## src/rtl/vga_frame_scheduler.sv

```systemverilog
// Shares the single VGA write port between painter clients.
// Each game tick runs an erase pass, a game_update pulse, then a draw pass.
module vga_frame_scheduler #(
    parameter int         NUM_CLIENTS  = 3,
    parameter int         TIMEOUT      = 20000,
    parameter logic [2:0] ERASE_COLOUR = 3'b000
) (
    input  logic                     CLOCK_50,
    input  logic                     resetn,
    input  logic                     game_pulse,
    output logic [NUM_CLIENTS-1:0]   client_start,
    input  logic [NUM_CLIENTS-1:0]   client_done,
    input  logic [NUM_CLIENTS-1:0]   client_plot,
    input  logic [8*NUM_CLIENTS-1:0] client_x,
    input  logic [7*NUM_CLIENTS-1:0] client_y,
    input  logic [3*NUM_CLIENTS-1:0] client_colour,
    output logic                     erase,
    output logic                     plot,
    output logic [7:0]               x,
    output logic [6:0]               y,
    output logic [2:0]               colour,
    output logic                     game_update,
    output logic                     frame_done,
    output logic                     busy,
    output logic                     overrun,
    output logic                     timeout_err
);
    localparam int IW = (NUM_CLIENTS > 1) ? $clog2(NUM_CLIENTS) : 1;
    localparam int CW = $clog2(TIMEOUT + 1);

    typedef enum logic [2:0] {
        IDLE, E_START, E_WAIT, UPDATE, D_START, D_WAIT, DONE
    } state_t;

    state_t                 state;
    logic [IW-1:0]          idx;
    logic [IW-1:0]          nidx;
    logic [CW-1:0]          cnt;
    logic                   pending;
    logic                   in_wait;
    logic                   done_now;
    logic                   tmo_now;
    logic                   last;
    logic [NUM_CLIENTS-1:0] one;

    logic [7:0] cx [NUM_CLIENTS];
    logic [6:0] cy [NUM_CLIENTS];
    logic [2:0] cc [NUM_CLIENTS];

    for (genvar i = 0; i < NUM_CLIENTS; i++) begin : g_unpack
        assign cx[i] = client_x[8*i +: 8];
        assign cy[i] = client_y[7*i +: 7];
        assign cc[i] = client_colour[3*i +: 3];
    end

    assign one      = NUM_CLIENTS'(1);
    assign nidx     = idx + IW'(1);
    assign in_wait  = (state == E_WAIT) || (state == D_WAIT);
    assign done_now = client_done[idx];
    assign tmo_now  = (cnt == CW'(TIMEOUT - 1));
    assign last     = (idx == IW'(NUM_CLIENTS - 1));

    always_ff @(posedge CLOCK_50) begin
        if (!resetn) begin
            state        <= IDLE;
            idx          <= '0;
            cnt          <= '0;
            pending      <= 1'b0;
            client_start <= '0;
            erase        <= 1'b0;
            plot         <= 1'b0;
            x            <= '0;
            y            <= '0;
            colour       <= '0;
            game_update  <= 1'b0;
            frame_done   <= 1'b0;
            busy         <= 1'b0;
            overrun      <= 1'b0;
            timeout_err  <= 1'b0;
        end else begin
            client_start <= '0;
            game_update  <= 1'b0;
            frame_done   <= 1'b0;
            plot         <= 1'b0;

            if (in_wait && client_plot[idx]) begin
                plot   <= 1'b1;
                x      <= cx[idx];
                y      <= cy[idx];
                colour <= (state == E_WAIT) ? ERASE_COLOUR : cc[idx];
            end

            // One tick may queue behind the running frame; more are dropped.
            if (game_pulse && state != IDLE) begin
                if (pending) overrun <= 1'b1;
                else         pending <= 1'b1;
            end

            unique case (state)
                IDLE: begin
                    if (game_pulse || pending) begin
                        state        <= E_START;
                        pending      <= pending & game_pulse;
                        client_start <= one << idx;
                        erase        <= 1'b1;
                        busy         <= 1'b1;
                    end
                end
                E_START, D_START: begin
                    cnt   <= '0;
                    state <= (state == E_START) ? E_WAIT : D_WAIT;
                end
                E_WAIT, D_WAIT: begin
                    if (done_now || tmo_now) begin
                        if (!done_now) timeout_err <= 1'b1;
                        if (!last) begin
                            idx          <= nidx;
                            client_start <= one << nidx;
                            state <= (state == E_WAIT) ? E_START : D_START;
                        end else begin
                            idx <= '0;
                            if (state == E_WAIT) begin
                                state       <= UPDATE;
                                erase       <= 1'b0;
                                game_update <= 1'b1;
                            end else begin
                                state      <= DONE;
                                frame_done <= 1'b1;
                            end
                        end
                    end else begin
                        cnt <= cnt + CW'(1);
                    end
                end
                UPDATE: begin
                    state        <= D_START;
                    client_start <= one;
                end
                DONE: begin
                    state <= IDLE;
                    busy  <= 1'b0;
                end
                default: state <= IDLE;
            endcase
        end
    end
endmodule

```

## config.mk

```make
export PLATFORM = sky130hd
export DESIGN_NAME = vga_frame_scheduler
export DESIGN_NICKNAME = d
export VERILOG_FILES = /design/src/rtl/vga_frame_scheduler.sv
export SDC_FILE = /design/constraint.sdc
export NUM_CORES = 1
export LEC_CHECK = 0
export ABC_AREA = 1
export BUFFER_PORTS_ARGS = -buffer_cell sky130_fd_sc_hd__buf_2
export CORE_ASPECT_RATIO = 0.6
export CORE_MARGIN = 2
export CORE_UTILIZATION = 47
export CTS_BUF_LIST = sky130_fd_sc_hd__clkbuf_2
export CTS_CLUSTER_DIAMETER = 80
export DETAILED_ROUTE_END_ITERATION = 8
export PLACE_DENSITY_LB_ADDON = 0.12
export SLEW_MARGIN = 20
export SYNTH_ARGS = -nofsm -noshare
export SYNTH_HDL_FRONTEND = slang
export SYNTH_SLANG_ARGS = --single-unit
```

## constraint.sdc

```tcl
create_clock -name CLOCK_50 -period 1.5 [get_ports CLOCK_50]
set_clock_uncertainty 0.1 [all_clocks]
set_input_delay 0.075 -clock CLOCK_50 [delete_from_list [all_inputs] [get_ports CLOCK_50]]
set_output_delay 0.075 -clock CLOCK_50 [all_outputs]
set_load 0.05 [all_outputs]
```

* Word-level counts from Yosys, hierarchy flattened
Index checks and enable logic that the tools add are counted.
** Storage, ports and cells
- Memories kept :: 0
- Bits in read-only memories :: 0
- Bits in writable memories :: 0
- Flip-flop bits (word level) :: 49
- Bits in latches :: 0
- Input bits :: 63
** Operators by class
- Reduce and logical (&&, ||, !) cells :: 20
- Bitwise operators :: 3
- Multipliers :: 0
- Div/mod/pow operators :: 0
- Shifts and indexed selects :: 2
- Muxes and demuxes :: 40
- Eq/ne operators :: 13
- Add/sub/neg operators :: 2
- $lt $le $gt $ge :: 2
** Operators with widths (number)
- two-way mux 3 bit :: 12
- case mux 15 bit (2 select lines) :: 1
- binary-select mux 8 bit (select 2 bit) :: 1
- two-way mux 8 bit :: 2
- adder 15 x 1 -> 15 bit, second input constant :: 1
- == test 15 bit, second input constant :: 1
- two-way mux 15 bit :: 1
- binary-select mux 7 bit (select 2 bit) :: 1
- two-way mux 7 bit :: 2
- two-way mux 1 bit :: 12
- case mux 3 bit (4 select lines) :: 1
- != test 2 bit, second input constant :: 5
- AND reduction 2 bit :: 5
- == test 3 bit, second input constant :: 3
- case mux 3 bit (3 select lines) :: 1
- binary-select mux 3 bit (select 2 bit) :: 1
- == test 3 x 2 -> 1 bit, second input constant :: 2
- nonzero test 2 bit :: 3
- << shifter 1 x 2 -> 3 bit, first input constant :: 2
- AND reduction 5 bit :: 1
- binary-select mux 1 bit (select 2 bit) :: 2
- case mux 1 bit (2 select lines) :: 2
- AND reduction 4 bit :: 1
- OR reduction 2 bit :: 2
- 14 further kinds :: 17

* Logic depth before layout (Yosys ltp)
- Word-level depth :: 5
- Mapped depth :: 12

* Worst setup path before layout
OpenSTA, ideal clock, no wires.
- Path type :: register to register
- Start :: reg cnt[0]
- End :: reg cnt[3]
- Setup slack :: -0.138 ns
- Data required time :: 1.268 ns
- Arrival :: 1.406 ns
- Path buffers :: 1
- Stages on the path, launching flop included :: 12
- Cell sequence :: dfxtp_1 ha_1 nand2_1 inv_1 nand2_1 nor2_1 nand2_1 nand3_4 buf_6 clkinv_2 nand2_1 a21oi_1
** On the way
- Cells in the longest elaborated chain, start to end :: 4
- Elaborated cells on any way between the ends :: 7
- Classes of those cells :: add/sub (1); eq/ne (2); mux (2); reduce/logical (2)
** RTL lines
- start: declaration :: line 38 : logic [CW-1:0] cnt;
- start signal: assignment :: line 132 : cnt <= cnt + CW'(1);
- branches (longest 4 deep; another with adder 15 x 1 -> 15 bit)
Parallel ways; which one is timed is not known. The select of a mux whose other input is x is not followed.
A chain may end at the register's enable or synchronous reset.

* Worst setup path in the final report
- Start :: reg cnt[8]
- End :: reg cnt[9]
The elaborated chain is that of the path after synthesis.

==> flow_metrics.tcl <==
set metrics [dict create \
    tightestPinTransition_ps 400 \
    synth_nets 448 \
    cp.required_ps 1830 \
    slew_viol_final 0 \
    cts_buffers 5 \
    ff_latch_area_um2 1010 \
    antennaDiodeCount 0 \
    final_cell_mix "90 x buf_2, 62 x nand2_1, 58 x buf_4, 56 x dlygate4sd3_1, 46 x nor2_1" \
    finalSetupViolations 45 \
    end_kind "flip-flop" \
    period_minus_slack_ps 1840 \
    multi_input_area_um2 1710 \
    worstSetupPathType "reg2reg" \
    htreeDepth 2 \
    hold_depth 6 \
    status "complete, but fails checks" \
    n_fill_cell 233 \
    gp_congestion 0.887 \
    die_area_um2 6110 \
    synth.distinct_cells 31 \
    clockRootBuffer "clkbuf_2" \
    nets 656 \
    synth_adder_area_share 0.00486 \
    hpwl_um 6150 \
    yosys_register_bits 49 \
    io_buffers 90 \
    synth_top_family_by_area "simple AND/OR/NAND/NOR gates" \
    p_leak_uw 0.00208 \
    max_cap_viol_count 0 \
    die_w_um 99.6 \
    routedWlPerCell_um 20.0 \
    failed_checks "negative setup slack" \
    r2r_start "cnt[8]$_SDFFE_PN0P_" \
    ant_nets 0 \
    die_h_um 61.3 \
    hold_viol_final 0 \
    avgViaCountPerCell 6.13 \
    clock-sinks 49 \
    io_pins 91 \
    hp-class "in2reg" \
    first_global_vias 3370 \
    max_freq_ghz 0.543 \
    routed_wl_um 13100 \
    drive_gt1_frac 0.419 \
    drt_iter0_markers 531 \
    start_kind "flip-flop" \
    ir_drop_mv 0.728 \
    core-area_um2 5180 \
    hold_start "client_plot[2]" \
    rsz0062_at_grt "yes" \
    drt_pass1_iterations 6 \
    clk_pin_slew_ps 270 \
    grt_pass1_wl_um 16100 \
    insertion_delay_ps 470 \
    syn_area_um2 2580 \
    postSynthAreaPerCell_um2 6.71 \
    yosys_warnings 0 \
    grt_usage 0.338 \
    hold_path_end "y[6]$_SDFFE_PN0P_" \
    power_density_nw_per_um2 1240 \
    synthToLayoutAreaGrowth_pct 78.1 \
    synth_cells 384 \
    yosys.area_share.simple 0.343 \
    muxShareOfSynthArea 0 \
    synth_xor_xnor_area_share 0.0170 \
    relSlewSlack 0.733 \
    reg2reg_depth 9 \
    cp-startpoint "cnt[8]$_SDFFE_PN0P_" \
    ys_seq_area_frac 0.381 \
    setup_ws_ps -341 \
    tns_ps -6400 \
    final_common_cell "buf_2" \
    core.rowCount 20 \
    grt_max_degree 28 \
    r2r_end "cnt[9]$_SDFFE_PN0P_" \
    worstPathMaxFanout 5 \
    arrival_ps 2170 \
    grt.overflow.total 0 \
    worst_hold_slack_ps 83.7 \
    vias 4034 \
    antenna_found_initial 0 \
    reg2reg_slack_ps -340 \
    cts_tree "done" \
    cts_buffer_depth 2 \
    initial_core_util 0.497 \
    post-route-period-util 1.23 \
    synth_compound_area_frac 0.163 \
    route.detailed.drc 0 \
]
registers in the layout (all words and copies together) (netlist names):
register and count:
busy 1, client_start 3, cnt 15, colour 3
erase 1, frame_done 1, game_update 1, idx 2
overrun 1, pending 1, plot 1, state 3
timeout_err 1, x 8, y 7
where the power goes:
part | internal [µW] | switching, µW
logic | 1140 | 2130
clock network | 270 | 462
registers | 1510 | 182
cells in the mapped netlist, drive strengths merged:
| cell | number | area, µm² |
|---|---|---|
| nand4 | 6 | 37.5 |
| clkinv | 1 | 5.00 |
| inv | 42 | 158 |
| or3 | 1 | 6.26 |
| nor2 | 63 | 246 |
| nor3 | 1 | 5.00 |
| o21ai | 22 | 121 |
| nand2 | 81 | 312 |
| nand3b | 1 | 7.51 |
| clkbuf | 7 | 26.3 |
| a221oi | 13 | 114 |
| a22o | 2 | 17.5 |
| o31ai | 1 | 7.51 |
| a21oi | 30 | 154 |
| ha | 1 | 12.5 |
| nand3 | 49 | 270 |
| xor2 | 4 | 35.0 |
| a31oi | 1 | 6.26 |
| buf | 8 | 45.0 |
| xnor2 | 1 | 8.76 |
| dfxtp | 49 | 981 |
routing by layer:
| layer | vias to the layer above | track usage | part of all wire |
|---|---|---|---|
| met5 | - | 0 | 0 |
| met4 | 0 | 0.153 | 0.067 |
| met3 | 129 | 0.0953 | 0.14 |
| met2 | 409 | 0.537 | 0.43 |
| met1 | 1800 | 0.440 | 0.37 |
| li1 | 1696 | - | - |
worst max-delay path, cell delays in order, from the launching register on:
cell and delay (ps):
dfxtp_1 460, buf_4 180, nand2_1 140, nor2_4 200
nand3_1 130, nand2_1 90, nand2_1 70, nor2_1 170
nand2_1 120, a21oi_1 160
area by class of cell:
class / count / area share
tap: 66 / 0.0180
clock buffer: 5 / 0.00545
timing repair buffer: 213 / 0.340
clock inverter: 2 / 0.00764
sequential: 49 / 0.220
inverter: 43 / 0.0374
multi-input combinational: 280 / 0.372
worst max path at each step:
| stage | slack [ps] | endpoint | cells after the start |
|---|---|---|---|
| floorplan | 0.2 | cnt[11]$_SDFFE_PN0P_ | 9 |
| global placement | -90 | cnt[2]$_SDFFE_PN0P_ | 8 |
| detailed placement | -120 | cnt[4]$_SDFFE_PN0P_ | 9 |
| CTS | -100 | erase$_SDFFE_PN0P_ | 12 |
| global route | -340 | cnt[9]$_SDFFE_PN0P_ | 9 |
| finish | -340 | cnt[9]$_SDFFE_PN0P_ | 9 |
what timing repair did:
item,in CTS,in global routing
cloned,0,3
resized for setup,28,74
endpoints found under the setup margin,43,46
setup buffers,3,5
hold endpoints to repair,27,0
pin swaps,6,21
hold buffers,56,0
stage by stage:
step | std cells | util | total power, µW | instance area, µm² | worst slack [ps]
6_report | 658 | 0.886 | 5690 | 4590 | -341
2_1_floorplan | 384 | - | 3160 | 2620 | 0.156
5_1_grt | 658 | 0.886 | 5870 | 4590 | -339
3_3_place_gp | 584 | 0.683 | 3990 | 3540 | -89.6
4_1_cts | 650 | 0.823 | 4900 | 4260 | -99.3
3_5_place_dp | 584 | 0.683 | 4020 | 3540 | -120
logic make-up (layout without fill, tap and decap cells):
family | after synthesis | after routing
AO/OA/AOI/OAI | 69 | 69
adder cells (fa/ha/maj) | 1 | 1
AND/OR/NAND/NOR | 202 | 205
flip-flops | 49 | 49
XOR/XNOR | 5 | 5
buffers and inverters | 58 | 263
No activity file was read; power rests on OpenSTA's default activity.
